$ cat src/rtl/load_store_unit_pkg.sv
// Shared definitions for the load/store unit: default widths, request
// opcodes and the FSM state encoding.
package lsu_pkg;

    localparam int DATA_W_DEF = 19;
    localparam int ADDR_W_DEF = 4;
    localparam int TAG_W_DEF  = 3;

    typedef enum logic [1:0] {
        OP_LOAD  = 2'b00,
        OP_STORE = 2'b01,
        OP_SWAP  = 2'b10,
        OP_FADD  = 2'b11
    } op_e;

    typedef enum logic [1:0] {
        S_IDLE = 2'b00,
        S_RD   = 2'b01,
        S_WR   = 2'b10,
        S_RESP = 2'b11
    } state_e;

endpackage

$ cat src/rtl/load_store_unit_if.sv
// Bundle of request, response and data_memory signals around the LSU.
//
// Handshake semantics (request and response channels alike): a transfer
// happens on a rising clock edge where valid && ready are both high. The
// response side holds valid and its payload stable until that edge. The
// request side may change valid and payload freely while ready is low.
interface lsu_if #(
    parameter int DATA_W = lsu_pkg::DATA_W_DEF,
    parameter int ADDR_W = lsu_pkg::ADDR_W_DEF,
    parameter int TAG_W  = lsu_pkg::TAG_W_DEF
);
    // request channel
    logic              req_valid;
    logic              req_ready;
    logic [1:0]        req_op;
    logic [DATA_W-1:0] req_base;
    logic [3:0]        req_offset;
    logic [DATA_W-1:0] req_wdata;
    logic [TAG_W-1:0]  req_tag;

    // data_memory pins
    logic [ADDR_W-1:0] dm_addr;
    logic [DATA_W-1:0] dm_write_data;
    logic              dm_mem_write;
    logic              dm_mem_read;
    logic [DATA_W-1:0] dm_read_data;

    // response channel
    logic              resp_valid;
    logic              resp_ready;
    logic [DATA_W-1:0] resp_data;
    logic [TAG_W-1:0]  resp_tag;
    logic              resp_err;

    // the LSU itself
    modport slave (
        input  req_valid, req_op, req_base, req_offset, req_wdata, req_tag,
        input  resp_ready, dm_read_data,
        output req_ready, resp_valid, resp_data, resp_tag, resp_err,
        output dm_addr, dm_write_data, dm_mem_write, dm_mem_read
    );

    // execute stage / writeback / memory side
    modport master (
        output req_valid, req_op, req_base, req_offset, req_wdata, req_tag,
        output resp_ready, dm_read_data,
        input  req_ready, resp_valid, resp_data, resp_tag, resp_err,
        input  dm_addr, dm_write_data, dm_mem_write, dm_mem_read
    );

endinterface

$ cat src/rtl/load_store_unit_agu.sv
// Address generation: base + sign-extended 4-bit offset, computed one bit
// wider than the datapath so negative results are visible, then checked
// against the data_memory word range.
module lsu_agu #(
    parameter int DATA_W = lsu_pkg::DATA_W_DEF,
    parameter int ADDR_W = lsu_pkg::ADDR_W_DEF
) (
    input  logic [DATA_W-1:0] i_base,
    input  logic [3:0]        i_offset,
    output logic [ADDR_W-1:0] o_ea,
    output logic              o_err
);

    logic [DATA_W:0] w_base_ext;
    logic [DATA_W:0] w_off_ext;
    logic [DATA_W:0] w_sum;

    // Any set bit above the address field means the EA is either negative
    // (top bit set) or past the last memory word.
    always_comb begin
        w_base_ext = {1'b0, i_base};
        w_off_ext  = {{(DATA_W - 3){i_offset[3]}}, i_offset};
        w_sum      = w_base_ext + w_off_ext;
        o_ea       = w_sum[ADDR_W-1:0];
        o_err      = |w_sum[DATA_W:ADDR_W];
    end

endmodule

$ cat src/rtl/load_store_unit.sv
// Memory-access stage: accepts one load/store/atomic request at a time,
// drives data_memory (combinational read, posedge write) and returns a
// tagged writeback. SWAP and FETCH_ADD run as back-to-back RD then WR
// cycles, so they are atomic as long as this unit is the only master.
module load_store_unit
    import lsu_pkg::*;
#(
    parameter int DATA_W = DATA_W_DEF,
    parameter int ADDR_W = ADDR_W_DEF,
    parameter int TAG_W  = TAG_W_DEF
) (
    input  logic   clk,
    input  logic   reset,
    lsu_if.slave   bus,
    output state_e o_dbg_state
);

    logic [ADDR_W-1:0] w_ea;
    logic              w_err;

    state_e            r_state;
    op_e               r_op;
    logic [ADDR_W-1:0] r_ea;
    logic [DATA_W-1:0] r_wdata;
    logic [DATA_W-1:0] r_old;
    logic              r_resp_valid;
    logic              r_resp_err;
    logic [DATA_W-1:0] r_resp_data;
    logic [TAG_W-1:0]  r_resp_tag;

    logic [DATA_W-1:0] w_fadd_sum;
    logic [ADDR_W-1:0] w_dm_addr;
    logic [DATA_W-1:0] w_dm_wdata;
    logic              w_dm_read;
    logic              w_dm_write;

    lsu_agu #(
        .DATA_W (DATA_W),
        .ADDR_W (ADDR_W)
    ) u_agu (
        .i_base   (bus.req_base),
        .i_offset (bus.req_offset),
        .o_ea     (w_ea),
        .o_err    (w_err)
    );

    // Transaction FSM; request fields and the response are registered here.
    always_ff @(posedge clk or posedge reset) begin
        if (reset) begin
            r_state      <= S_IDLE;
            r_op         <= OP_LOAD;
            r_ea         <= '0;
            r_wdata      <= '0;
            r_old        <= '0;
            r_resp_valid <= 1'b0;
            r_resp_err   <= 1'b0;
            r_resp_data  <= '0;
            r_resp_tag   <= '0;
        end else begin
            case (r_state)
                S_IDLE: begin
                    if (bus.req_valid) begin
                        r_op       <= op_e'(bus.req_op);
                        r_ea       <= w_ea;
                        r_wdata    <= bus.req_wdata;
                        r_resp_tag <= bus.req_tag;
                        if (w_err) begin
                            // bad address: answer immediately, never touch memory
                            r_state      <= S_RESP;
                            r_resp_valid <= 1'b1;
                            r_resp_err   <= 1'b1;
                            r_resp_data  <= '0;
                        end else if (op_e'(bus.req_op) == OP_STORE) begin
                            r_state <= S_WR;
                        end else begin
                            r_state <= S_RD;
                        end
                    end
                end
                S_RD: begin
                    r_old <= bus.dm_read_data;
                    if (r_op == OP_LOAD) begin
                        r_state      <= S_RESP;
                        r_resp_valid <= 1'b1;
                        r_resp_err   <= 1'b0;
                        r_resp_data  <= bus.dm_read_data;
                    end else begin
                        r_state <= S_WR;
                    end
                end
                S_WR: begin
                    r_state      <= S_RESP;
                    r_resp_valid <= 1'b1;
                    r_resp_err   <= 1'b0;
                    // atomics return the pre-write value, stores return zero
                    r_resp_data  <= (r_op == OP_STORE) ? '0 : r_old;
                end
                S_RESP: begin
                    if (bus.resp_ready) begin
                        r_state      <= S_IDLE;
                        r_resp_valid <= 1'b0;
                    end
                end
                default: r_state <= S_IDLE;
            endcase
        end
    end

    // Memory strobes are decoded from state so an async reset drops a
    // pending write on the spot.
    always_comb begin
        w_fadd_sum = r_old + r_wdata;
        w_dm_addr  = '0;
        w_dm_wdata = '0;
        w_dm_read  = 1'b0;
        w_dm_write = 1'b0;
        case (r_state)
            S_RD: begin
                w_dm_read = 1'b1;
                w_dm_addr = r_ea;
            end
            S_WR: begin
                w_dm_write = 1'b1;
                w_dm_addr  = r_ea;
                w_dm_wdata = (r_op == OP_FADD) ? w_fadd_sum : r_wdata;
            end
            default: ;
        endcase
    end

    assign bus.req_ready     = (r_state == S_IDLE);
    assign bus.dm_addr       = w_dm_addr;
    assign bus.dm_write_data = w_dm_wdata;
    assign bus.dm_mem_read   = w_dm_read;
    assign bus.dm_mem_write  = w_dm_write;
    assign bus.resp_valid    = r_resp_valid;
    assign bus.resp_err      = r_resp_err;
    assign bus.resp_data     = r_resp_data;
    assign bus.resp_tag      = r_resp_tag;
    assign o_dbg_state       = r_state;

endmodule

$ cat src/flat_wrapper.sv
// flat-port wrapper written by rule: the top's interface ports become plain ports
module load_store_unit_flat import lsu_pkg::*;
#(
    parameter int DATA_W = DATA_W_DEF,
    parameter int ADDR_W = ADDR_W_DEF,
    parameter int TAG_W  = TAG_W_DEF
)
  (clk, reset, o_dbg_state, bus_req_valid, bus_req_op, bus_req_base, bus_req_offset, bus_req_wdata, bus_req_tag, bus_resp_ready, bus_dm_read_data, bus_req_ready, bus_resp_valid, bus_resp_data, bus_resp_tag, bus_resp_err, bus_dm_addr, bus_dm_write_data, bus_dm_mem_write, bus_dm_mem_read);
  lsu_if #(.DATA_W(DATA_W), .ADDR_W(ADDR_W), .TAG_W(TAG_W)) bus_i ();
  input  logic clk;
  input  logic reset;
  output state_e o_dbg_state;
  input wire logic [$bits(bus_i.req_valid)-1:0] bus_req_valid;
  input wire logic [$bits(bus_i.req_op)-1:0] bus_req_op;
  input wire logic [$bits(bus_i.req_base)-1:0] bus_req_base;
  input wire logic [$bits(bus_i.req_offset)-1:0] bus_req_offset;
  input wire logic [$bits(bus_i.req_wdata)-1:0] bus_req_wdata;
  input wire logic [$bits(bus_i.req_tag)-1:0] bus_req_tag;
  input wire logic [$bits(bus_i.resp_ready)-1:0] bus_resp_ready;
  input wire logic [$bits(bus_i.dm_read_data)-1:0] bus_dm_read_data;
  output wire logic [$bits(bus_i.req_ready)-1:0] bus_req_ready;
  output wire logic [$bits(bus_i.resp_valid)-1:0] bus_resp_valid;
  output wire logic [$bits(bus_i.resp_data)-1:0] bus_resp_data;
  output wire logic [$bits(bus_i.resp_tag)-1:0] bus_resp_tag;
  output wire logic [$bits(bus_i.resp_err)-1:0] bus_resp_err;
  output wire logic [$bits(bus_i.dm_addr)-1:0] bus_dm_addr;
  output wire logic [$bits(bus_i.dm_write_data)-1:0] bus_dm_write_data;
  output wire logic [$bits(bus_i.dm_mem_write)-1:0] bus_dm_mem_write;
  output wire logic [$bits(bus_i.dm_mem_read)-1:0] bus_dm_mem_read;
  assign bus_i.req_valid = bus_req_valid;
  assign bus_i.req_op = bus_req_op;
  assign bus_i.req_base = bus_req_base;
  assign bus_i.req_offset = bus_req_offset;
  assign bus_i.req_wdata = bus_req_wdata;
  assign bus_i.req_tag = bus_req_tag;
  assign bus_i.resp_ready = bus_resp_ready;
  assign bus_i.dm_read_data = bus_dm_read_data;
  assign bus_req_ready = bus_i.req_ready;
  assign bus_resp_valid = bus_i.resp_valid;
  assign bus_resp_data = bus_i.resp_data;
  assign bus_resp_tag = bus_i.resp_tag;
  assign bus_resp_err = bus_i.resp_err;
  assign bus_dm_addr = bus_i.dm_addr;
  assign bus_dm_write_data = bus_i.dm_write_data;
  assign bus_dm_mem_write = bus_i.dm_mem_write;
  assign bus_dm_mem_read = bus_i.dm_mem_read;
  load_store_unit #(.DATA_W(DATA_W), .ADDR_W(ADDR_W), .TAG_W(TAG_W)) u_core (.clk(clk), .reset(reset), .bus(bus_i), .o_dbg_state(o_dbg_state));
endmodule
$ cat config.mk
export PLATFORM = sky130hd
export DESIGN_NAME = load_store_unit_flat
export DESIGN_NICKNAME = d
export VERILOG_FILES = /design/src/rtl/load_store_unit_pkg.sv /design/src/rtl/load_store_unit_if.sv /design/src/rtl/load_store_unit_agu.sv /design/src/rtl/load_store_unit.sv /design/src/flat_wrapper.sv
export SDC_FILE = /design/constraint.sdc
export NUM_CORES = 1
export LEC_CHECK = 0
export ABC_AREA = 1
export CAP_MARGIN = 5
export CELL_PAD_IN_SITES_DETAIL_PLACEMENT = 0
export CELL_PAD_IN_SITES_GLOBAL_PLACEMENT = 2
export CORE_MARGIN = 3
export CORE_UTILIZATION = 30
export DETAILED_ROUTE_END_ITERATION = 8
export GPL_ROUTABILITY_DRIVEN = 0
export PLACE_DENSITY = 0.92
export SYNTH_ARGS = -nofsm -noshare
export SYNTH_HDL_FRONTEND = slang
export SYNTH_SLANG_ARGS = --single-unit
$ cat constraint.sdc
create_clock -name clk -period 4.75 [get_ports clk]
set_input_delay 0.95 -clock clk [delete_from_list [all_inputs] [get_ports clk]]
set_output_delay 0.95 -clock clk [all_outputs]
set_load 0.01 [all_outputs]
=== After elaboration in Yosys (flattened, before gate mapping) ===
Cells that the tools add are included.
Widths: inputs -> output; s select.

* Flip-flop bits (word level): 70
* Latch bits: 0
* RAM bits: 0
* Bits in read-only memories: 0
* Input bits: 70
* Output and inout bits: 52
* Logic and storage cells: 53
* Memories kept: 0

* Add/sub/neg operators: 2
* Multipliers: 0
* Div/mod/pow operators: 0
* Order comparisons: 0
* Eq/ne operators: 10
* Shifts and indexed selects: 0
* Muxes and demuxes: 23
* Bitwise operators: 0
* Reductions and logical operators: 9

{| class="wikitable"
|+ Operators by type and width
! operator !! count
|-
| $mux 19 || 6
|-
| $pmux 19 s3 || 1
|-
| $add 19x20->20 || 1
|-
| $add 19x19->19 || 1
|-
| $reduce_or 16->1 || 1
|-
| $mux 1 || 8
|-
| $mux 2 || 4
|-
| $pmux 2 s4 || 1
|-
| $reduce_and 4->1 || 2
|-
| $eq 2x1->1 const B || 3
|-
| $eq 2x2->1 const B || 3
|-
| $logic_not 2->1 || 2
|-
| $mux 4 || 1
|-
| $ne 2x1->1 const B || 2
|-
| $ne 2x2->1 const B || 2
|-
| $pmux 1 s4 || 1
|-
| $reduce_and 2->1 || 2
|-
| $pmux 1 s3 || 1
|-
| $reduce_bool 3->1 || 1
|-
| $reduce_or 2->1 || 1
|}

=== Logic depth before layout (Yosys ltp) ===
* Word-level depth: 5
* Depth in mapped cells: 18
* Depth with buffers taken out: 17

=== Cells and area by module ===
Synthesis repeated with hierarchy kept, for this count alone.

* Cells, all modules: 799
* Area total of the unflattened synthesis: 5,828.1 µm²

{| class="wikitable"
|+ Modules (own cells, without submodules)
! module !! times used !! cells an instance !! area an instance (µm²) !! sequential area each (µm²)
|-
| load_store_unit || 1 || 516 || 4,413.0 || 1,751.7
|-
| lsu_agu || 1 || 283 || 1,415.1 || 0.0
|}

=== Worst setup path before layout ===
Ideal clock, no wire load.

* Path type: flip-flop to output port
* From: reg u_core.r_old[0]
* To: out bus_dm_write_data[16]
* Arrival time: 2.114 ns
* Required time: 3.800 ns
* Slack: 1.686 ns
* Stages on the path, launching flop included: 16
* Path buffers: 0
* Path through: dfrtp_1 > ha_1 > inv_1 > fa_1 > inv_1 > nand3_1 > nand2_1 > a21oi_1 > nor3_1 > nor2_1 > o21bai_1 > nand2_1 > nand3_1 > nand2_1 > o21ai_0 > inv_1

* Longest elaborated chain between the ends: 3

{| class="wikitable"
|+ Ends and longest elaborated chain
! element !! RTL line !! text
|-
| start, declared || load_store_unit.sv:25 || <nowiki>logic [DATA_W-1:0] r_old;</nowiki>
|-
| start signal, assigned || load_store_unit.sv:81 || <nowiki>r_old <= bus.dm_read_data;</nowiki>
|-
| $add 19x19->19 || load_store_unit.sv:112 || <nowiki>w_fadd_sum = r_old + r_wdata;</nowiki>
|-
| $mux 19 || load_store_unit.sv:125 || <nowiki>w_dm_wdata = (r_op == OP_FADD) ? w_fadd_sum : r_wdata;</nowiki>
|-
| $mux 19 || load_store_unit.sv:117 || <nowiki>case (r_state)</nowiki>
|-
| end, declared || flat_wrapper.sv:27 || <nowiki>output wire logic [$bits(bus_i.dm_write_data)-1:0] bus_dm_write_data;</nowiki>
|}

No other way between the ends.

=== Worst setup path in the final report ===
Ends and elaborated chain as after synthesis.

==> run summary <==
The run gives 0 as the number of instances resized during post-cts repair. The worst slew margin relative to its limit is 0.346. The I/O pin total was 122. Clock-pin slew was measured on the worst setup and hold paths at 60 ps. In this run the worst path has a maximum fanout of 4.

The buffer count from post-CTS setup fixing was 0; the mean cell area of the mapped netlist was 6.47 um^2. The number of unique standard cell types used by synthesis came out at 33. The multi-input combinational cell area was 0.00333 mm^2; the non-filler instance count after layout was 1236.

The tools report the clock latency on the worst-skew pair as 330 ps. The number of cell rows was 49. The run gives 233 MHz as the achievable clock frequency.

At the pin with the least slew margin, the transition time is 980 ps. For the setup slack after layout, the log shows 460 ps. The logs give 0 for the overflow left after global routing and 5792 for the via count. For the starting density of the core, the log shows 0.312. The top cell type's share of synthesized area came out at 0.306.

Setup repair after global routing left no endpoint under its margin. In this run the static leakage power is 3.86 nW. Number of endpoints with negative hold slack in the final report: 0. The kind of end point of the critical path was an output port. The tools report the number of warnings issued by yosys as 0. In this run, synthesis produced a sequential element count of 70. The worst setup path is launched from a flop.

The number of placed instances, taps included, is 1220. By count the netlist is led by sky130_fd_sc_hd__nand2_1, sky130_fd_sc_hd__inv_1, sky130_fd_sc_hd__dfrtp_1. TritonCTS built the clock tree. The layout net count came out at 1115.

Number of pins with negative max-slew slack in the final report: 0. The biggest area contributor in the post-synthesis netlist is sky130_fd_sc_hd__dfrtp_1. The first routing iteration left 191 violations.

Entering global routing, the biggest net connects 41 pins. The number of hold buffers added after CTS was 0; the synthesis-to-layout area growth was 30.7%. Registers take 0.00175 mm^2.

The setup slack at placement is 585 ps. Estimated wirelength of the detail-placed design: 14.0 mm. The number of nets in the synthesized netlist is 999. The run gives 886 as the number of cells produced by synthesis. The H-tree was split into 3 levels. The number of enable-type register cells in the synthesized netlist was 0; the portion of the post-synthesis area used by sequential elements was 0.306. The flow ran to the end, and the final reports show no timing, DRC or antenna violations.

Minimum clock period after layout: 4290 ps. The critical path is of the reg -> out type. After synthesis the cells add up to 0.00573 mm^2. Worst vdd rail ir drop: 0.241 mV. The data required time at the worst endpoint was 3800 ps; the final wirelength was 17.4 mm. The wire length of the first global-routing pass was 28.3 mm. For the placeable core region, the log shows 0.0183 mm^2. Clock tree synthesis found a total of 70 sinks. The count of port buffers added during placement works out to 121.

The final cycle utilization of the critical path was 0.903. After detailed routing, the number of vias per cell comes to 4.69. Number of antenna violations at the first check in global routing: 0.

In the synthesized netlist the dominant register cell turns out to be sky130_fd_sc_hd__dfrtp_1. Yosys attributes the largest share of cell area to sky130_fd_sc_hd__dfrtp_1, sky130_fd_sc_hd__nand2_1, sky130_fd_sc_hd__inv_1. Setup violations remaining at the end of the flow were counted as 0. The finished cells cover 0.00749 mm^2. The share of the core filled with cells in the final layout is 0.408, and the async set-or-reset flop fraction in the synthesized netlist is 1.00.

The floorplan step defined a die boundary enclosing 0.0208 mm^2. In the final timing run, aggregate negative setup slack is 0 ps. Number of fill cells: 1952. The max-capacitance violation count was 0. The run gives 5724 as the via count of the first global-routing pass.

The buffer depth of the longest clock path was 2; the total power divided by cell area was 581 mW/mm^2. In the routed design, unresolved DRC markers number 0. The detail route stage leaves a number of antenna-violating nets equal to 0. Buffers inserted during clock tree synthesis total 9. Most repeated cell in the gate-level netlist after synthesis: sky130_fd_sc_hd__nand2_1. The global-route total usage across every layer came out at 0.169. The fraction of layout cells with a size suffix above 1 works out to 0.0407. Summing all placed instances gives a cell area of 0.00718 mm^2. On the final layout, the worst hold slack is 477 ps. The clock arrives with 7.35 ps of skew. Measured along the x axis, the die boundary spans 144 um. After layout, the design draws a total of 4.35 mW. After detailed routing, the average wire length per cell comes to 14.1 um. STA puts the critical path data arrival time at 3340 ps.

For this run, the detailed router's first-pass iteration total came to 4. The type of the most critical hold path was reg -> reg. The floorplan die height was 144 um.

The master cell of the clock root buffer is sky130_fd_sc_hd__clkbuf_16. The number of antenna cells inserted was 0.
==> area by class of cell <==
type,count,share of cell area
Inverter,144,0.0722
Tap cell,229,0.0383
Multi-Input combinational cell,648,0.445
Clock buffer,10,0.0319
Timing Repair Buffer,129,0.170
Sequential cell,70,0.234
Clock inverter,6,0.00919
==> where the power goes <==
| part | internal [mW] | switching, mW | total [mW] |
|---|---|---|---|
| Combinational | 1.04 | 1.55 | 2.59 |
| Clock | 0.424 | 0.274 | 0.698 |
| Sequential | 0.845 | 0.215 | 1.06 |
| Total | 2.31 | 2.04 | 4.35 |
==> critical path: stages (launching register included) <==
cell and delay, ps:
sky130_fd_sc_hd__dfrtp_1 420, sky130_fd_sc_hd__ha_1 260, sky130_fd_sc_hd__inv_1 100, sky130_fd_sc_hd__fa_1 410
sky130_fd_sc_hd__inv_1 90, sky130_fd_sc_hd__nand3_1 70, sky130_fd_sc_hd__nand2_1 120, sky130_fd_sc_hd__a21oi_1 120
sky130_fd_sc_hd__nor3_1 150, sky130_fd_sc_hd__nor2_1 120, sky130_fd_sc_hd__o21bai_1 230, sky130_fd_sc_hd__nand2_1 110
sky130_fd_sc_hd__nand3_1 80, sky130_fd_sc_hd__nand2_1 50, sky130_fd_sc_hd__o21ai_0 170, sky130_fd_sc_hd__inv_1 60
sky130_fd_sc_hd__clkdlybuf4s50_1 470
==> cell usage in the layout, fill, tap and decap left out, types with 2 or more instances in the layout <==
| cell | instances |
|---|---|
| sky130_fd_sc_hd__a21oi_1 | 67 |
| sky130_fd_sc_hd__clkbuf_16 | 9 |
| sky130_fd_sc_hd__ha_1 | 41 |
| sky130_fd_sc_hd__fa_1 | 2 |
| sky130_fd_sc_hd__nand3b_1 | 4 |
| sky130_fd_sc_hd__inv_2 | 5 |
| sky130_fd_sc_hd__o31ai_1 | 2 |
| sky130_fd_sc_hd__buf_4 | 8 |
| sky130_fd_sc_hd__o21a_1 | 2 |
| sky130_fd_sc_hd__nand4_1 | 34 |
| sky130_fd_sc_hd__nor3_1 | 5 |
| sky130_fd_sc_hd__nand3_1 | 38 |
| sky130_fd_sc_hd__clkdlybuf4s50_1 | 121 |
| sky130_fd_sc_hd__xnor2_1 | 5 |
| sky130_fd_sc_hd__dfrtp_1 | 70 |
| sky130_fd_sc_hd__nand3_2 | 3 |
| sky130_fd_sc_hd__xor2_1 | 13 |
| sky130_fd_sc_hd__nor2_1 | 43 |
| sky130_fd_sc_hd__clkinv_4 | 2 |
| sky130_fd_sc_hd__o21ai_0 | 66 |
| sky130_fd_sc_hd__a21oi_2 | 3 |
| sky130_fd_sc_hd__nand2_1 | 304 |
| sky130_fd_sc_hd__o211ai_1 | 3 |
| sky130_fd_sc_hd__inv_1 | 138 |
| sky130_fd_sc_hd__nor2_2 | 5 |
==> worst paths after layout <==
path / cells past startpoint / slack [ps] / start / end
max: 16 / 460 / u_core.r_old[0]$_DFFE_PP0P_ / bus_dm_write_data[16]
min: 2 / 480 / u_core.r_ea[0]$_DFFE_PP0P_ / u_core.r_ea[0]$_DFFE_PP0P_
min in group asynchronous: 2 / 1030 / reset / u_core.bus.resp_err$_DFFE_PP0P_
max in group asynchronous: 3 / 2990 / reset / u_core.r_wdata[6]$_DFFE_PP0P_
min reg2reg: 2 / 480 / u_core.r_ea[0]$_DFFE_PP0P_ / u_core.r_ea[0]$_DFFE_PP0P_
max reg2reg: 8 / 1880 / u_core.o_dbg_state[0]$_DFFE_PP0P_ / u_core.bus.resp_data[10]$_DFFE_PP0P_
==> layer usage <==
metal	wire, um	up-vias	global-route usage
li1	-	3071	-
met1	7880	2598	0.210
met2	8540	99	0.307
met3	582	24	0.0225
met4	367	0	0.0491
met5	0	-	0
==> kinds of logic (layout without fill, tap and decap cells) <==
kind of cell,Yosys count,in the layout,share of synthesized area
buf+inv,168,289,0.113
xor+xnor,18,18,0.0275
simple gates,440,440,0.322
compound gates,147,147,0.135
fa+ha+maj,43,43,0.0965
flops,70,70,0.306
==> state kept, by name, summed over array words and instances, names as in the netlist <==
name	count
u_core.o_dbg_state	2
u_core.bus.resp_data	19
u_core.r_old	19
u_core.bus.resp_err	1
u_core.bus.resp_valid	1
u_core.r_op	2
u_core.r_wdata	19
u_core.r_ea	4
u_core.bus.resp_tag	3
(Power assumes the default switching activity.)
